`src/rtl/fetch_pkg.sv`:
```
// fetch_pkg: shared types and constants for the instruction fetch slice.
//   fetch_entry_t : one prefetch queue slot, {instr, pc}
//   INSTR_BYTES   : PC increment per sequential fetch
//   NOP_INSTR     : canonical RISC-V nop (addi x0,x0,0), used as fill data
package fetch_pkg;

  // Widest PC the queue storage carries; fetch_prefetch Nbits must not exceed it.
  localparam int FETCH_NBITS = 64;

  localparam int INSTR_BYTES = 4;
  localparam logic [31:0] NOP_INSTR = 32'h0000_0013;

  typedef struct packed {
    logic [31:0]            instr;
    logic [FETCH_NBITS-1:0] pc;
  } fetch_entry_t;

endpackage

```
`src/rtl/fetch_prefetch_if.sv`:
```
// fetch_prefetch_if: bus bundle around the fetch stage.
//   imem_req/imem_addr/imem_rdata : instruction memory read port, data one cycle after req
//   redirect_valid/redirect_pc    : taken-branch redirect from MEM
//   id_valid/id_ready/id_instr/id_pc : decode handshake
// Handshake: a transfer happens in every cycle where id_valid && id_ready are both
// high at the rising edge; while id_valid is high and id_ready low, id_instr/id_pc
// hold their value, and id_valid never drops without a transfer except on redirect
// or reset.
// Modports: master = fetch stage side, slave = memory/decode/branch side.
interface fetch_prefetch_if #(
  parameter int Nbits = 64
);
  logic             imem_req;
  logic [Nbits-1:0] imem_addr;
  logic [31:0]      imem_rdata;
  logic             redirect_valid;
  logic [Nbits-1:0] redirect_pc;
  logic             id_valid;
  logic             id_ready;
  logic [31:0]      id_instr;
  logic [Nbits-1:0] id_pc;

  modport master (
    output imem_req, imem_addr, id_valid, id_instr, id_pc,
    input  imem_rdata, redirect_valid, redirect_pc, id_ready
  );

  modport slave (
    input  imem_req, imem_addr, id_valid, id_instr, id_pc,
    output imem_rdata, redirect_valid, redirect_pc, id_ready
  );
endinterface

```
`src/rtl/fetch_queue.sv`:
```
// fetch_queue: circular FIFO of fetch_entry_t.
//   clk, rst   : clock, synchronous active-high reset
//   flush      : empty the queue at this edge (overrides push/pop)
//   push/pushEntry : write one entry at the tail (caller never pushes when full)
//   pop        : retire the head (caller never pops when empty)
//   headEntry  : combinational view of the head slot
//   count      : occupancy, 0..DEPTH
module fetch_queue
  import fetch_pkg::*;
#(
  parameter int DEPTH = 4
) (
  input  logic                     clk,
  input  logic                     rst,
  input  logic                     flush,
  input  logic                     push,
  input  fetch_entry_t             pushEntry,
  input  logic                     pop,
  output fetch_entry_t             headEntry,
  output logic [$clog2(DEPTH):0]   count
);
  localparam int AW = $clog2(DEPTH);
  localparam int CW = AW + 1;

  logic [AW-1:0] rdPtr;
  logic [AW-1:0] wrPtr;
  fetch_entry_t  mem [DEPTH];

  assign headEntry = mem[rdPtr];

  // DEPTH is a power of two, so the pointers wrap naturally.
  always_ff @(posedge clk) begin
    if (rst || flush) begin
      rdPtr <= '0;
      wrPtr <= '0;
      count <= '0;
    end else begin
      if (push) wrPtr <= wrPtr + AW'(1);
      if (pop)  rdPtr <= rdPtr + AW'(1);
      case ({push, pop})
        2'b10:   count <= count + CW'(1);
        2'b01:   count <= count - CW'(1);
        default: count <= count;
      endcase
    end
  end

  always_ff @(posedge clk) begin
    if (push && !flush && !rst) mem[wrPtr] <= pushEntry;
  end

endmodule

```
`src/rtl/fetch_prefetch.sv`:
```
// fetch_prefetch: instruction fetch stage with prefetch queue.
// Owns the PC, issues sequential word reads, buffers returned words with their PC
// and hands them to decode; a branch redirect flushes and restarts at the target.
//   clk, rst      : clock, synchronous active-high reset
//   bus (master)  : imem read port, redirect input, decode valid/ready handshake
//   perf_issued   : handshakes to decode (only with FETCH_PERF_EN)
//   perf_stall    : cycles with id_valid && !id_ready (only with FETCH_PERF_EN)
// Optional build macro: FETCH_PERF_EN adds the two 32-bit wrapping perf counters.
module fetch_prefetch
  import fetch_pkg::*;
#(
  parameter int               Nbits    = 64,
  parameter int               DEPTH    = 4,
  parameter logic [Nbits-1:0] RESET_PC = '0
) (
  input  logic              clk,
  input  logic              rst,
  fetch_prefetch_if.master  bus
`ifdef FETCH_PERF_EN
  ,
  output logic [31:0]       perf_issued,
  output logic [31:0]       perf_stall
`endif
);
  localparam int CW = $clog2(DEPTH) + 1;

  logic [Nbits-1:0] pc;
  logic [Nbits-1:0] inflightPc;
  logic             inflight;
  logic             discard;
  logic [CW-1:0]    count;
  logic [CW:0]      used;
  logic             issue;
  logic             push;
  logic             pop;
  logic             idValid;
  fetch_entry_t     pushEntry;
  fetch_entry_t     headEntry;

  // Credit check: queued words plus the one in flight must leave room, so a
  // returning word always has a free slot.
  assign used  = {1'b0, count} + (CW+1)'(inflight);
  assign issue = !rst && !bus.redirect_valid && (used < (CW+1)'(DEPTH));

  assign idValid = !rst && (count != '0);
  assign pop     = idValid && bus.id_ready;
  assign push    = !rst && inflight && !discard;

  assign pushEntry.instr = bus.imem_rdata;
  assign pushEntry.pc    = FETCH_NBITS'(inflightPc);

  assign bus.imem_req  = issue;
  assign bus.imem_addr = pc;
  assign bus.id_valid  = idValid;
  assign bus.id_instr  = headEntry.instr;
  assign bus.id_pc     = Nbits'(headEntry.pc);

  always_ff @(posedge clk) begin
    if (rst) begin
      pc         <= RESET_PC;
      inflight   <= 1'b0;
      inflightPc <= '0;
      discard    <= 1'b0;
    end else if (bus.redirect_valid) begin
      // Targets are forced to word alignment. No request issues while redirect
      // is high, so nothing issued before the redirect can return afterwards and
      // discard stays clear; a word returning this cycle is flushed with the queue.
      pc       <= bus.redirect_pc & ~Nbits'(INSTR_BYTES - 1);
      inflight <= 1'b0;
      discard  <= 1'b0;
    end else begin
      inflight <= issue;
      if (issue) begin
        pc         <= pc + Nbits'(INSTR_BYTES);
        inflightPc <= pc;
      end
      if (inflight && discard) discard <= 1'b0;
    end
  end

  fetch_queue #(
    .DEPTH(DEPTH)
  ) u_queue (
    .clk       (clk),
    .rst       (rst),
    .flush     (bus.redirect_valid),
    .push      (push),
    .pushEntry (pushEntry),
    .pop       (pop),
    .headEntry (headEntry),
    .count     (count)
  );

`ifdef FETCH_PERF_EN
  always_ff @(posedge clk) begin
    if (rst) begin
      perf_issued <= '0;
      perf_stall  <= '0;
    end else begin
      if (pop)                      perf_issued <= perf_issued + 32'd1;
      if (idValid && !bus.id_ready) perf_stall  <= perf_stall + 32'd1;
    end
  end
`endif

endmodule

```
`src/flat_wrapper.sv`:
```
// flat-port wrapper written by rule: the top's interface ports become plain ports
module fetch_prefetch_flat import fetch_pkg::*;
#(
  parameter int               Nbits    = 64,
  parameter int               DEPTH    = 4,
  parameter logic [Nbits-1:0] RESET_PC = '0
)
  (clk, rst, bus_imem_req, bus_imem_addr, bus_id_valid, bus_id_instr, bus_id_pc, bus_imem_rdata, bus_redirect_valid, bus_redirect_pc, bus_id_ready);
  fetch_prefetch_if #(.Nbits(Nbits)) bus_i ();
  input  logic clk;
  input  logic rst;
  output wire logic [$bits(bus_i.imem_req)-1:0] bus_imem_req;
  output wire logic [$bits(bus_i.imem_addr)-1:0] bus_imem_addr;
  output wire logic [$bits(bus_i.id_valid)-1:0] bus_id_valid;
  output wire logic [$bits(bus_i.id_instr)-1:0] bus_id_instr;
  output wire logic [$bits(bus_i.id_pc)-1:0] bus_id_pc;
  input wire logic [$bits(bus_i.imem_rdata)-1:0] bus_imem_rdata;
  input wire logic [$bits(bus_i.redirect_valid)-1:0] bus_redirect_valid;
  input wire logic [$bits(bus_i.redirect_pc)-1:0] bus_redirect_pc;
  input wire logic [$bits(bus_i.id_ready)-1:0] bus_id_ready;
  assign bus_imem_req = bus_i.imem_req;
  assign bus_imem_addr = bus_i.imem_addr;
  assign bus_id_valid = bus_i.id_valid;
  assign bus_id_instr = bus_i.id_instr;
  assign bus_id_pc = bus_i.id_pc;
  assign bus_i.imem_rdata = bus_imem_rdata;
  assign bus_i.redirect_valid = bus_redirect_valid;
  assign bus_i.redirect_pc = bus_redirect_pc;
  assign bus_i.id_ready = bus_id_ready;
  fetch_prefetch #(.Nbits(Nbits), .DEPTH(DEPTH), .RESET_PC(RESET_PC)) u_core (.clk(clk), .rst(rst), .bus(bus_i));
endmodule
```
`config.mk`:
```
export PLATFORM = sky130hd
export DESIGN_NAME = fetch_prefetch_flat
export DESIGN_NICKNAME = d
export VERILOG_FILES = /design/src/rtl/fetch_pkg.sv /design/src/rtl/fetch_prefetch_if.sv /design/src/rtl/fetch_queue.sv /design/src/rtl/fetch_prefetch.sv /design/src/flat_wrapper.sv
export SDC_FILE = /design/constraint.sdc
export NUM_CORES = 1
export LEC_CHECK = 0
export CORE_UTILIZATION = 55
export DETAILED_ROUTE_END_ITERATION = 10
export DONT_BUFFER_PORTS = 1
export GPL_TIMING_DRIVEN = 0
export PLACE_DENSITY = 0.7
export REMOVE_ABC_BUFFERS = 1
export SLEW_MARGIN = 20
export SYNTH_ARGS = -nofsm -noshare
export SYNTH_HDL_FRONTEND = slang
export SYNTH_SLANG_ARGS = --single-unit
```
`constraint.sdc`:
```
create_clock -name clk -period 7.3 [get_ports clk]
set_clock_uncertainty 0.15 [all_clocks]
set_input_delay 0.73 -clock clk [delete_from_list [all_inputs] [get_ports clk]]
set_output_delay 0.73 -clock clk [all_outputs]
set_load 0.005 [all_outputs]
```
==> results of run 1 <==
path summary, 6_finish.rpt:
check | from | endpoint | slack, ns | cells after the start
worst max-delay path | u_core.inflight$_SDFF_PP0_ | u_core.bus.imem_addr[44]$_SDFFE_PP0P_ | 3.66 | 9
worst min-delay path | rst | u_core.inflightPc[53]$_SDFFE_PP0P_ | 0.06 | 1
worst max register to register | u_core.inflight$_SDFF_PP0_ | u_core.bus.imem_addr[44]$_SDFFE_PP0P_ | 3.66 | 9
worst min register to register | u_core.inflightPc[5]$_SDFFE_PP0P_ | u_core.inflightPc[5]$_SDFFE_PP0P_ | 0.34 | 2
critical path, delay by kind of cell (launching register included):
family,cells,cell delay [ns]
and+or+nand+nor,3,1.38
AOI/OAI and AO/OA,2,0.40
buffers and inverters,4,0.97
DFF,1,0.54
report_power, final:
part / total [mW] / leakage [nW] / switching [mW] / internal, mW
combinational: 0.138 / 1.64 / 0.0815 / 0.0565
clock: 2.68 / 0.836 / 1.07 / 1.61
sequential: 3.22 / 4.87 / 0.0796 / 3.14
total: 6.04 / 7.35 / 1.23 / 4.81
placed cells by master, fill, tap and decap left out, drive strengths merged, types with 11 or more instances in the layout:
cell type,Yosys,layout
nand2,196,196
nand4,38,38
nor3,12,12
dfxtp,134,134
and2,12,12
nor4,17,17
a31oi,33,33
clkinv,1,11
a21oi,93,93
and3,13,13
or3,18,18
nor2,38,38
or4,13,13
o21ai,14,14
inv,16,17
edfxtp,376,376
nand3,35,35
mux4,94,94
buf,37,21
clkbuf,51,71
registers in the layout, summed over array words and instances, names as in the netlist, named ones only:
register and flops:
u_core.u_queue.mem 376, u_core.inflightPc 62, u_core.bus.imem_addr 62, u_core.u_queue.wrPtr 2
u_core.u_queue.count 3, u_core.inflight 1, u_core.u_queue.rdPtr 2
cell type report:
type                    instances  area (um2)  area share (%)
well taps                     461       576.8           2.545
repair buffers                 21       437.9           1.933
clock buffers                  71        1421           6.272
inverters                      17       70.07          0.3092
multi-input cells             746        5838           25.76
flip-flops and latches        510       13980           61.70
diodes                          7       17.52         0.07730
clock inverters                22       317.8           1.402
per-stage QoR:
stage	hold WS (ns)	cell area, um2	TNS (ns)	cells
3_3_place_gp	0.3180	20400	-122.91	1734
6_report	0.05833	22660	0	1855
2_1_floorplan	0.3076	19820	0	1273
4_1_cts	0.03412	22640	0	1848
3_5_place_dp	0.3312	20900	0	1755
5_1_grt	0.03463	22650	0	1849
metal layers:
layer	GRT usage (%)	wire [um]	vias to the layer above
met3	7.096	3797	75
li1	-	-	5296
met2	39.64	22110	391
met4	8.267	1047	0
met1	33.58	19480	5882
met5	0	0	-
kinds of logic (layout without fill, tap and decap cells):
family,after synthesis,after routing,synth area share (%)
flip-flops,510,510,69.24
AND/OR/NAND/NOR,418,418,10.28
AO/OA/AOI/OAI,200,200,6.200
multiplexers,110,110,11.33
buffers and inverters,105,131,2.157
adder cells (fa/ha/maj),7,7,0.4712
XOR/XNOR,7,7,0.3038
other,1,11,0.01858
==> summary.md, run 1 <==
| Metric | Value |
|---|---|
| Run status | `finished clean` |
| Largest net degree at the start of global routing | `around 130` |
| Worst EP required | `7.66 ns` |
| DRC Markers | `0` |
| PD cells | `266.5 nW/um2` |
| Final Util | `about 63%` |
| Rel. slew slack | `between 30% and 40%` |
| CTS Root Cell | `clkbuf_16` |
| Number of synthesized flops with an enable pin | `376` |
| Die X-Extent | `193.6 um` |
| Share of cells above drive strength 1 | `16.58%` |
| Power, Total | `just over 6 mW` |
| Mapped Cells | `about 1400` |
| Flop and latch count out of synthesis | `510` |
| Number of max-slew violations in the final report | `0` |
| Hold Vio Cnt, Final | `0` |
| Post-synthesis sequential area ratio | `69.24%` |
| Wirelength per Cell | `roughly 25 um` |
| Final Cycle Share | `between 40 and 50%` |
| Setup CP Type | `flip-flop to flip-flop` |
| Ys flop type | `edfxtp_1` |
| Routed vias | `11640` |
| Num CTS Buffers | `50` |
| Pleak | `roughly 7.3 nW` |
| Synth cell count leaders | `376 x edfxtp_1, 195 x nand2_1, 134 x dfxtp_1` |
| Synth-to-layout area growth | `12.28%` |
| Initial antenna violation count | `7` |
| Fin crit period | `approximately 3.6 ns` |
| Crit-path slowest cell | `nor2_2` |
| Initial Util | `between 50% and 60%` |
| Ys Warns | `0` |
| Vias in the first global route | `between 10000 and 15000` |
| Max-cap violation count | `0` |
| Worst skew pair latency | `roughly 0.59 ns` |
| Die ar. | `roughly 37000 um2` |
| Worst-margin pin slew | `around 0.98 ns` |
| Gr usage total | `25.04%` |
| CP endpoint kind | `flip-flop` |
| Fill cell total of the finished layout | `roughly 2600` |
| Longest Clk Path Bufs | `3` |
| Setup crit start kind | `flip-flop` |
| Dominant cell type by area after synthesis | `edfxtp_1` |
| First-pass GRT wire length | `70730 um` |
| Synthesized area per cell | `around 15 um2` |
| Die height | `193.6 um` |
| Synth top area share | `a little under three fifths` |
| Congestion Overflow GR | `0` |
| Final Setup Violations | `0` |
| Yosys cell types | `64` |
| CTS clock-pin slew for the worst setup and hold paths | `~0.06 ns` |
| WP data arrival | `about 4.0 ns` |
| Post-Route WL | `46440 um` |
| Post-Place Worst Slack | `3.393 ns` |
| Share of synthesized flip-flops with an asynchronous set or reset | `0%` |
| Iteration-0 DRC Markers | `786` |
| Post-CTS Setup Bufs | `0` |
| Total clock sinks | `between 500 and 600` |
| Synth top area cells | `edfxtp_1 56%, dfxtp_1 13%, mux4_2 10%` |
| Input/output buffers | `0` |
| Most frequent cell after synthesis | `edfxtp_1` |
| CTS tree | `done` |
| Rows | `69` |
| # hold bufs at CTS | `0` |
| Final WS setup | `~3.7 ns` |
| Post-route antenna net violation count | `0` |
| Max Clk Rate | `approximately 0.27 GHz` |
| Worst path most repeated cell | `buf_12` |
| Core Region | `about 36000 um2` |
| Post-Syn Area | `between 20000 and 25000 um2` |
| Placer Congestion | `0.7953` |
| Final #Nets | `about 1500` |
| RSZ-0062 raised after global routing | `false` |
| Initial DRT Pass Iterations | `6` |
| Vias per cell | `between 6 and 7` |
| Critical Path, Cell by Cell | `nand3_1 > nand2_4 > buf_12 > buf_12 > inv_6 > buf_16 > nor2_2 > a221oi_1 > a31oi_1` |
| Worst Hold Class | `input pin to flip-flop` |
| Peak supply drop | `between 0.0002 and 0.00025 V` |
| Worst Path Max Fanout | `71` |
| H-tree depth | `2` |
| CP peak stage delay | `approximately 0.66 ns` |
| Post_cts resized | `0` |
| Number of I/O pins | `between 200 and 300` |
| DP Wirelength | `28390 um` |
Power figures use the tool's default switching activity.
==> inputs of run 2 (changes only) <==
--- a/config.mk
+++ b/config.mk
@@ -9,7 +9,7 @@
 export DETAILED_ROUTE_END_ITERATION = 10
 export DONT_BUFFER_PORTS = 1
 export GPL_TIMING_DRIVEN = 0
-export PLACE_DENSITY = 0.7
+export PLACE_DENSITY = 0.73
 export REMOVE_ABC_BUFFERS = 1
 export SLEW_MARGIN = 20
 export SYNTH_ARGS = -nofsm -noshare
==> constraint.sdc (replaced) <==
create_clock -name clk -period 3.22 [get_ports clk]
set_clock_uncertainty 0.15 [all_clocks]
set_input_delay 0.322 -clock clk [delete_from_list [all_inputs] [get_ports clk]]
set_output_delay 0.322 -clock clk [all_outputs]
set_load 0.005 [all_outputs]
==> run 2 against run 1 <==
Effect of this change:
- sequential share of layout area down 2.4 points
- combinational power rose to 3.6 times the previous value
- setup slack got worse by 3.5 ns
- global-route usage increased by 1.1 points
- highest routed layer is now met5
- sequential cell count stayed put
- largest power group unchanged
- largest cell class unchanged
==> summary.md, run 2 (synthesis gave the netlist of run 1 again) <==
| Metric | Value |
|---|---|
| WP data arrival | `about 3.4 ns` |
| Initial antenna violation count | `4` |
| Rows | `roughly 70` |
| Max Clk Rate | `~0.33 GHz` |
| Total area of sequential cells | `approximately 14000 um2` |
| Area of the multi-input gates | `just under 6000 um2` |
| Max reg flops | `between 300 and 400` |
| Fin crit period | `3.053 ns` |
| First-pass GRT wire length | `about 74000 um` |
| Max-cap violation count | `0` |
| Hold Vio Cnt, Final | `0` |
| Worst Hold Class | `input pin to flip-flop` |
| Synth-to-layout area growth | `16.87%` |
| Power, Total | `13.48 mW` |
| Setup TNS | `0 ns` |
| Crit-path slowest cell | `nor3_4` |
| Run status | `finished clean` |
| Most common cell after layout, fill and taps aside | `edfxtp_1` |
| Num CTS Buffers | `51` |
| Gr usage total | `between 20% and 30%` |
| CP endpoint kind | `flip-flop` |
| Worst Path Max Fanout | `65` |
| Final Setup Violations | `0` |
| Biggest register | `u_core.u_queue.mem` |
| Rel. slew slack | `33.15%` |
| Wirelength per Cell | `around 25 um` |
| Initial Util | `roughly 56%` |
| Die ar. | `37460 um2` |
| Worst skew pair latency | `0.59 ns` |
| Vias in the first global route | `around 12000` |
| Input/output buffers | `0` |
| Pleak | `just under 8 nW` |
| Peak supply drop | `between 0.0004 and 0.0005 V` |
| Share of cells above drive strength 1 | `between 10% and 20%` |
| Setup crit start kind | `flip-flop` |
| Fill cell total of the finished layout | `around 2500` |
| H-tree depth | `2` |
| Setup CP Type | `flip-flop to flip-flop` |
| Vias per cell | `approximately 6.2` |
| Worst EP required | `3.58 ns` |
| DRC Markers | `0` |
| Placer Congestion | `between 0.7 and 0.8` |
| Iteration-0 DRC Markers | `866` |
| Final Cycle Share | `between 90% and 100%` |
| Post-route antenna net violation count | `0` |
| Longest Clk Path Bufs | `3` |
| Die height | `193.6 um` |
| CP peak stage delay | `0.44 ns` |
| Number of max-slew violations in the final report | `0` |
| Critical Path, Cell by Cell | `nor3_4 > nand2_4 > buf_12 > inv_6 > buf_16 > nand3_2 > or3b_1 > a31oi_1` |
| DP Wirelength | `28740 um` |
| Congestion Overflow GR | `0` |
| Routed vias | `12170` |
| Reg2reg setup slack | `roughly 0.17 ns` |
| Post-Route WL | `between 40000 and 50000 um` |
| Number of I/O pins | `between 200 and 300` |
| Initial DRT Pass Iterations | `6` |
| CTS tree | `done` |
| Die X-Extent | `193.6 um` |
| Core Region | `~36000 um2` |
| CTS clock-pin slew for the worst setup and hold paths | `roughly 0.060 ns` |
| Largest net degree at the start of global routing | `around 130` |
| Most frequent cells in the layout | `376 x edfxtp_1, 194 x nand2_1, 132 x dfxtp_1` |
| Worst-margin pin slew | `roughly 1 ns` |
| Total clock sinks | `510` |
| CTS Root Cell | `clkbuf_16` |
| Final #Nets | `approximately 1600` |
| PD cells | `around 570 nW/um2` |
==> run 2: cell count changes in the layout (fill, tap and decap cells not counted), sizes merged <==
cell / previous run / this run
dlygate4sd3: 0 / 99
bufinv: 7 / 2
clkinv: 11 / 16
diode: 7 / 3
buf: 21 / 23
clkbuf: 71 / 73
clkinvlp: 4 / 2
inv: 17 / 19
nand2: 196 / 197
==> run 2: area by class of cell <==
| class | instances | area share, % |
|---|---|---|
| clock buffer | 73 | 6.063 |
| sequential | 510 | 59.28 |
| clock inverter | 22 | 0.7745 |
| timing repair buffer | 122 | 6.207 |
| antenna | 3 | 0.03183 |
| tap | 461 | 2.445 |
| inverter | 17 | 0.2971 |
| multi-input combinational | 747 | 24.91 |
==> run 2: where the power goes <==
group	switching (mW)	total [mW]	internal, mW	leakage [nW]
Combinational	0.273	0.490	0.216	2.09
Clock	2.42	5.69	3.26	0.780
Sequential	0.183	7.30	7.12	4.87
Total	2.88	13.5	10.6	7.74
==> run 2: critical path: cells and delay by family (launching register included) <==
| kind | cells | cell delay [ns] |
|---|---|---|
| simple gates | 4 | 1.38 |
| flops | 1 | 0.39 |
| buf+inv | 3 | 0.84 |
| compound gates | 1 | 0.15 |
==> run 2: worst paths after layout <==
kind	start	endpoint	depth (start not counted)
worst max-delay path	u_core.u_queue.count[2]$_SDFFE_PP0P_	u_core.bus.imem_addr[39]$_SDFFE_PP0P_	8
worst min-delay path	bus_redirect_valid	u_core.bus.imem_addr[59]$_SDFFE_PP0P_	4
worst max register to register	u_core.u_queue.count[2]$_SDFFE_PP0P_	u_core.bus.imem_addr[39]$_SDFFE_PP0P_	8
worst min register to register	u_core.inflightPc[8]$_SDFFE_PP0P_	u_core.inflightPc[8]$_SDFFE_PP0P_	2
==> run 2: timing repair <==
item	4_1_cts	5_1_grt
gates resized for setup	3	2
endpoints found under the setup margin	25	9
pin swaps	1	0
endpoints found under the hold margin	261	0
cloned	1	0
setup buffers	1	0
hold buffers	101	0
==> run 2: per-layer routing <==
| layer | global-route usage [%] | wire length, um |
|---|---|---|
| met5 | 0 | 9 |
| met4 | 8.741 | 1078 |
| met3 | 6.764 | 3844 |
| met2 | 42.27 | 23960 |
| met1 | 34.56 | 19740 |
==> run 2: through the flow <==
step                cell area, um2  utilization [%]  setup slack (ns)  hold WS (ns)  instances
CTS                          23570            65.77           0.04595       0.02683       1952
finish                       23590            65.83            0.1668       0.05197       1955
detailed placement           20860            58.23           -0.1309        0.2521       1754
floorplan                    19820                -            -1.840        0.2411       1273
global placement             20400            56.93            -6.108        0.2530       1734
global route                 23580            65.83         -0.006436       0.05606       1954
==> inputs of run 3 (changes only) <==
--- a/config.mk
+++ b/config.mk
@@ -5,13 +5,17 @@
 export SDC_FILE = /design/constraint.sdc
 export NUM_CORES = 1
 export LEC_CHECK = 0
-export CORE_UTILIZATION = 55
+export CELL_PAD_IN_SITES_DETAIL_PLACEMENT = 1
+export CELL_PAD_IN_SITES_GLOBAL_PLACEMENT = 1
+export CORE_MARGIN = 3
+export CORE_UTILIZATION = 48
 export DETAILED_ROUTE_END_ITERATION = 10
 export DONT_BUFFER_PORTS = 1
 export GPL_TIMING_DRIVEN = 0
-export PLACE_DENSITY = 0.73
+export PLACE_DENSITY = 0.76
 export REMOVE_ABC_BUFFERS = 1
 export SLEW_MARGIN = 20
 export SYNTH_ARGS = -nofsm -noshare
 export SYNTH_HDL_FRONTEND = slang
+export SYNTH_HIERARCHICAL = 1
 export SYNTH_SLANG_ARGS = --single-unit
==> run 3 against run 2 <==
Effect of this change:
- critical path depth decreased by 1
- first-iteration DRC count increased by 8.0%
- fmax decreased by 2.0%
- clock-buffer cell count increased by 2
- routed wire length increased by 17%
- clock power increased by 13%
- critical path type unchanged
- critical endpoint is now u_core/bus.imem_addr[59]$_SDFFE_PP0P_
- largest power group unchanged
==> summary.md, run 3 <==
| Metric | Value |
|---|---|
| Run status | `finished clean` |
| Biggest register | `u_core/u_queue/mem` |
| Placer Congestion | `between 0.8 and 0.9` |
| Compound-gate portion of the synthesized area | `under 10%` |
| RSZ-0062 raised after global routing | `false` |
| Total clock sinks | `518` |
| Worst-margin pin slew | `1.164 ns` |
| Clk pwr share | `45.0%` |
| CTS Root Cell | `clkbuf_16` |
| WP data arrival | `approximately 3.5 ns` |
| Synthesized area per cell | `about 15 um2` |
| Setup crit start kind | `flip-flop` |
| Congestion Overflow GR | `0` |
| Rows | `75` |
| Final #Nets | `approximately 1600` |
| Post-synthesis sequential area ratio | `between 60% and 70%` |
| Most frequent cells in the layout | `384 x edfxtp_1, 186 x nand2_1, 132 x dfxtp_1` |
| Reg2reg setup slack | `between 0.1 and 0.15 ns` |
| Vias in the first global route | `between 10000 and 15000` |
| Final WS setup | `between 0.1 and 0.15 ns` |
| Core Region | `42130 um2` |
| Synth Area in Adders | `less than 1%` |
| Hold Vio Cnt, Final | `0` |
| Final Cycle Share | `between 90% and 100%` |
| Largest net degree at the start of global routing | `127` |
| Post-Route WL | `around 57000 um` |
| Number of max-slew violations in the final report | `0` |
| Synth cell count leaders | `384 x edfxtp_1, 187 x nand2_1, 134 x dfxtp_1` |
| Die height | `213.1 um` |
| Fill cell total of the finished layout | `about 3800` |
| Longest Clk Path Bufs | `3` |
| CTS tree | `done` |
| Mapped Cells | `1359` |
| Max reg flops | `384` |
| Synth Area in Simple Gates | `between 10% and 20%` |
| Vias per cell | `between 6 and 7` |
| Routed vias | `between 10000 and 15000` |
| Share of cells above drive strength 1 | `between 15 and 20%` |
| CP endpoint kind | `flip-flop` |
| Sw Pwr | `a little over 3 mW` |
| WHS | `approximately 0.0053 ns` |
| H-tree depth | `2` |
| Max Clk Rate | `0.3209 GHz` |
| Finished Cell Area | `around 25000 um2` |
| DP Wirelength | `34790 um` |
| Area after DPL | `between 20000 and 25000 um2` |
| Wirelength per Cell | `roughly 27 um` |
| Flop and latch count out of synthesis | `around 520` |
| Comb power frac | `under 10%` |
| Most common cell after layout, fill and taps aside | `edfxtp_1` |
| CP peak stage delay | `about 0.50 ns` |
| Fin crit period | `around 3.1 ns` |
| Num CTS Buffers | `55` |
| Initial DRT Pass Iterations | `5` |
| Number of I/O pins | `262` |
| Synth top area cells | `edfxtp_1 56%, dfxtp_1 13%, mux4_2 11%` |
| Worst Hold Class | `input pin to flip-flop` |
| Synth top area share | `between 50 and 60%` |
| Switching share of power | `21.31%` |
| Peak supply drop | `0.0004536 V` |
| Post-route antenna net violation count | `0` |
| Post-Place Worst Slack | `-0.5530 ns` |
| Worst EP required | `between 3 and 4 ns` |
| Pleak | `~8 nW` |
| Worst skew pair latency | `slightly above 0.6 ns` |
| Ys Warns | `6` |
| Crit-path slowest cell | `or4_1` |
| Max-cap violation count | `0` |
| Power Internal | `11.25 mW` |
| Initial Util | `roughly half` |
| Sequential Power Share | `about half` |
| Most frequent cell after synthesis | `edfxtp_1` |
| Post-Syn Area | `20580 um2` |
| Die X-Extent | `213.1 um` |
| Worst Path Max Fanout | `just over 80` |
| Post-Synth XOR/XNOR Area | `under 10%` |
| Share of synthesized flip-flops with an asynchronous set or reset | `0%` |
| Gr usage total | `roughly 25%` |
| Dominant cell type by area after synthesis | `edfxtp_1` |
| Final Setup Violations | `0` |
| PD cells | `roughly 600 nW/um2` |
| Iteration-0 DRC Markers | `935` |
| DRC Markers | `0` |
| Critical Path, Cell by Cell | `nor3_1 > nand2_4 > buf_16 > clkinv_8 > nand4_1 > or4_1 > a31oi_1` |
| Setup CP Type | `flip-flop to flip-flop` |
| Die ar. | `roughly 45000 um2` |
| Ys flop type | `edfxtp_1` |
| Number of synthesized flops with an enable pin | `roughly 380` |
| Post-synthesis mux area share | `around 11%` |
| Combinational family with the most area after synthesis | `multiplexers` |
| CTS clock-pin slew for the worst setup and hold paths | `around 0.060 ns` |
| First-pass GRT wire length | `about 85000 um` |
| Rel. slew slack | `between 20% and 30%` |
| Input/output buffers | `0` |
| Synth-to-layout area growth | `19.13%` |
| Initial antenna violation count | `8` |
| Yosys cell types | `66` |
-- run 3: cell types whose count changed after synthesis, sizes merged, moves of 8 or more --
cell,delta
xor2,+9
or3,-10
a211oi,+15
a31oi,-22
o311ai,-8
nor2,+14
edfxtp,+8
nand2,-9
xnor2,+11
and2,-8
and3,+10
-- run 3: cell families (layout without fill, tap and decap cells) --
group / Yosys count / count (layout)
buffers and inverters: 98 / 262
and+or+nand+nor: 423 / 423
muxes: 109 / 109
AOI/OAI and AO/OA: 176 / 176
adders and majority gates: 7 / 7
xor gates and xnor gates: 27 / 27
DFF: 518 / 518
other: 1 / 17
-- run 3: what timing repair did --
action,CTS,global route
hold buffers,128,0
setup endpoints to repair,14,3
pin swaps,0,2
gates cloned,0,0
setup buffers,0,0
gates resized for setup,3,0
endpoints found under the hold margin,261,0
-- run 3: critical path: cells and delay by family (launching register included) --
kind,cells,cell delay [ns]
and+or+nand+nor,4,1.48
DFF,1,0.36
buffers and inverters,2,0.69
AOI/OAI and AO/OA,1,0.17
-- run 3: final timing paths --
path                                                      startpoint                               endpoint  cells past startpoint
worst max-delay path            u_core/u_queue/count[2]$_SDFFE_PP0P_  u_core/bus.imem_addr[59]$_SDFFE_PP0P_                      7
worst min-delay path                                             rst     u_core/inflightPc[58]$_SDFFE_PP0P_                      2
worst max register to register  u_core/u_queue/count[2]$_SDFFE_PP0P_  u_core/bus.imem_addr[59]$_SDFFE_PP0P_                      7
worst min register to register    u_core/inflightPc[42]$_SDFFE_PP0P_     u_core/inflightPc[42]$_SDFFE_PP0P_                      2
-- run 3: area by class of cell --
cell class / count / area [um2] / share of cell area (%)
well taps: 539 / 674.4 / 2.751
flip-flops and latches: 518 / 14220 / 58.01
multi-input cells: 752 / 5973 / 24.36
diodes: 7 / 17.52 / 0.07145
repair buffers: 146 / 1715 / 6.997
inverters: 13 / 62.56 / 0.2552
clock buffers: 75 / 1533 / 6.252
clock inverters: 28 / 319.1 / 1.301
-- run 3: power groups by stage --
stage / Clock [mW] / Combinational, mW / Sequential (mW)
after floorplan: 0 / 0.188 / 7.46
after detailed placement: 0 / 0.267 / 7.54
after global routing: 6.83 / 0.507 / 7.41
after global placement: 0 / 0.245 / 7.53
final: 6.43 / 0.467 / 7.39
after CTS: 6.55 / 0.462 / 7.39
-- run 3: metrics by stage --
stage               setup TNS (ns)  power [mW]  utilization, %  instances
finish                           0       14.30           58.19       2078
global route                     0       14.75           58.18       2077
CTS                              0       14.40           58.16       2071
detailed placement          -4.169       7.805           50.64       1840
global placement          -1825.47       7.780           49.49       1822
floorplan                  -451.78       7.647               -       1283
-- run 3: metal layers --
metal / routed length, um / part of all wire, % / GRT usage (%) / vias to the layer above
li1: - / - / - / 5556
met1: 22620 / 40 / 31.13 / 6449
met2: 28420 / 50 / 42.57 / 409
met3: 4735 / 8.3 / 7.479 / 91
met4: 1150 / 2.0 / 6.676 / 6
met5: 60 / 0.11 / 0.5388 / -
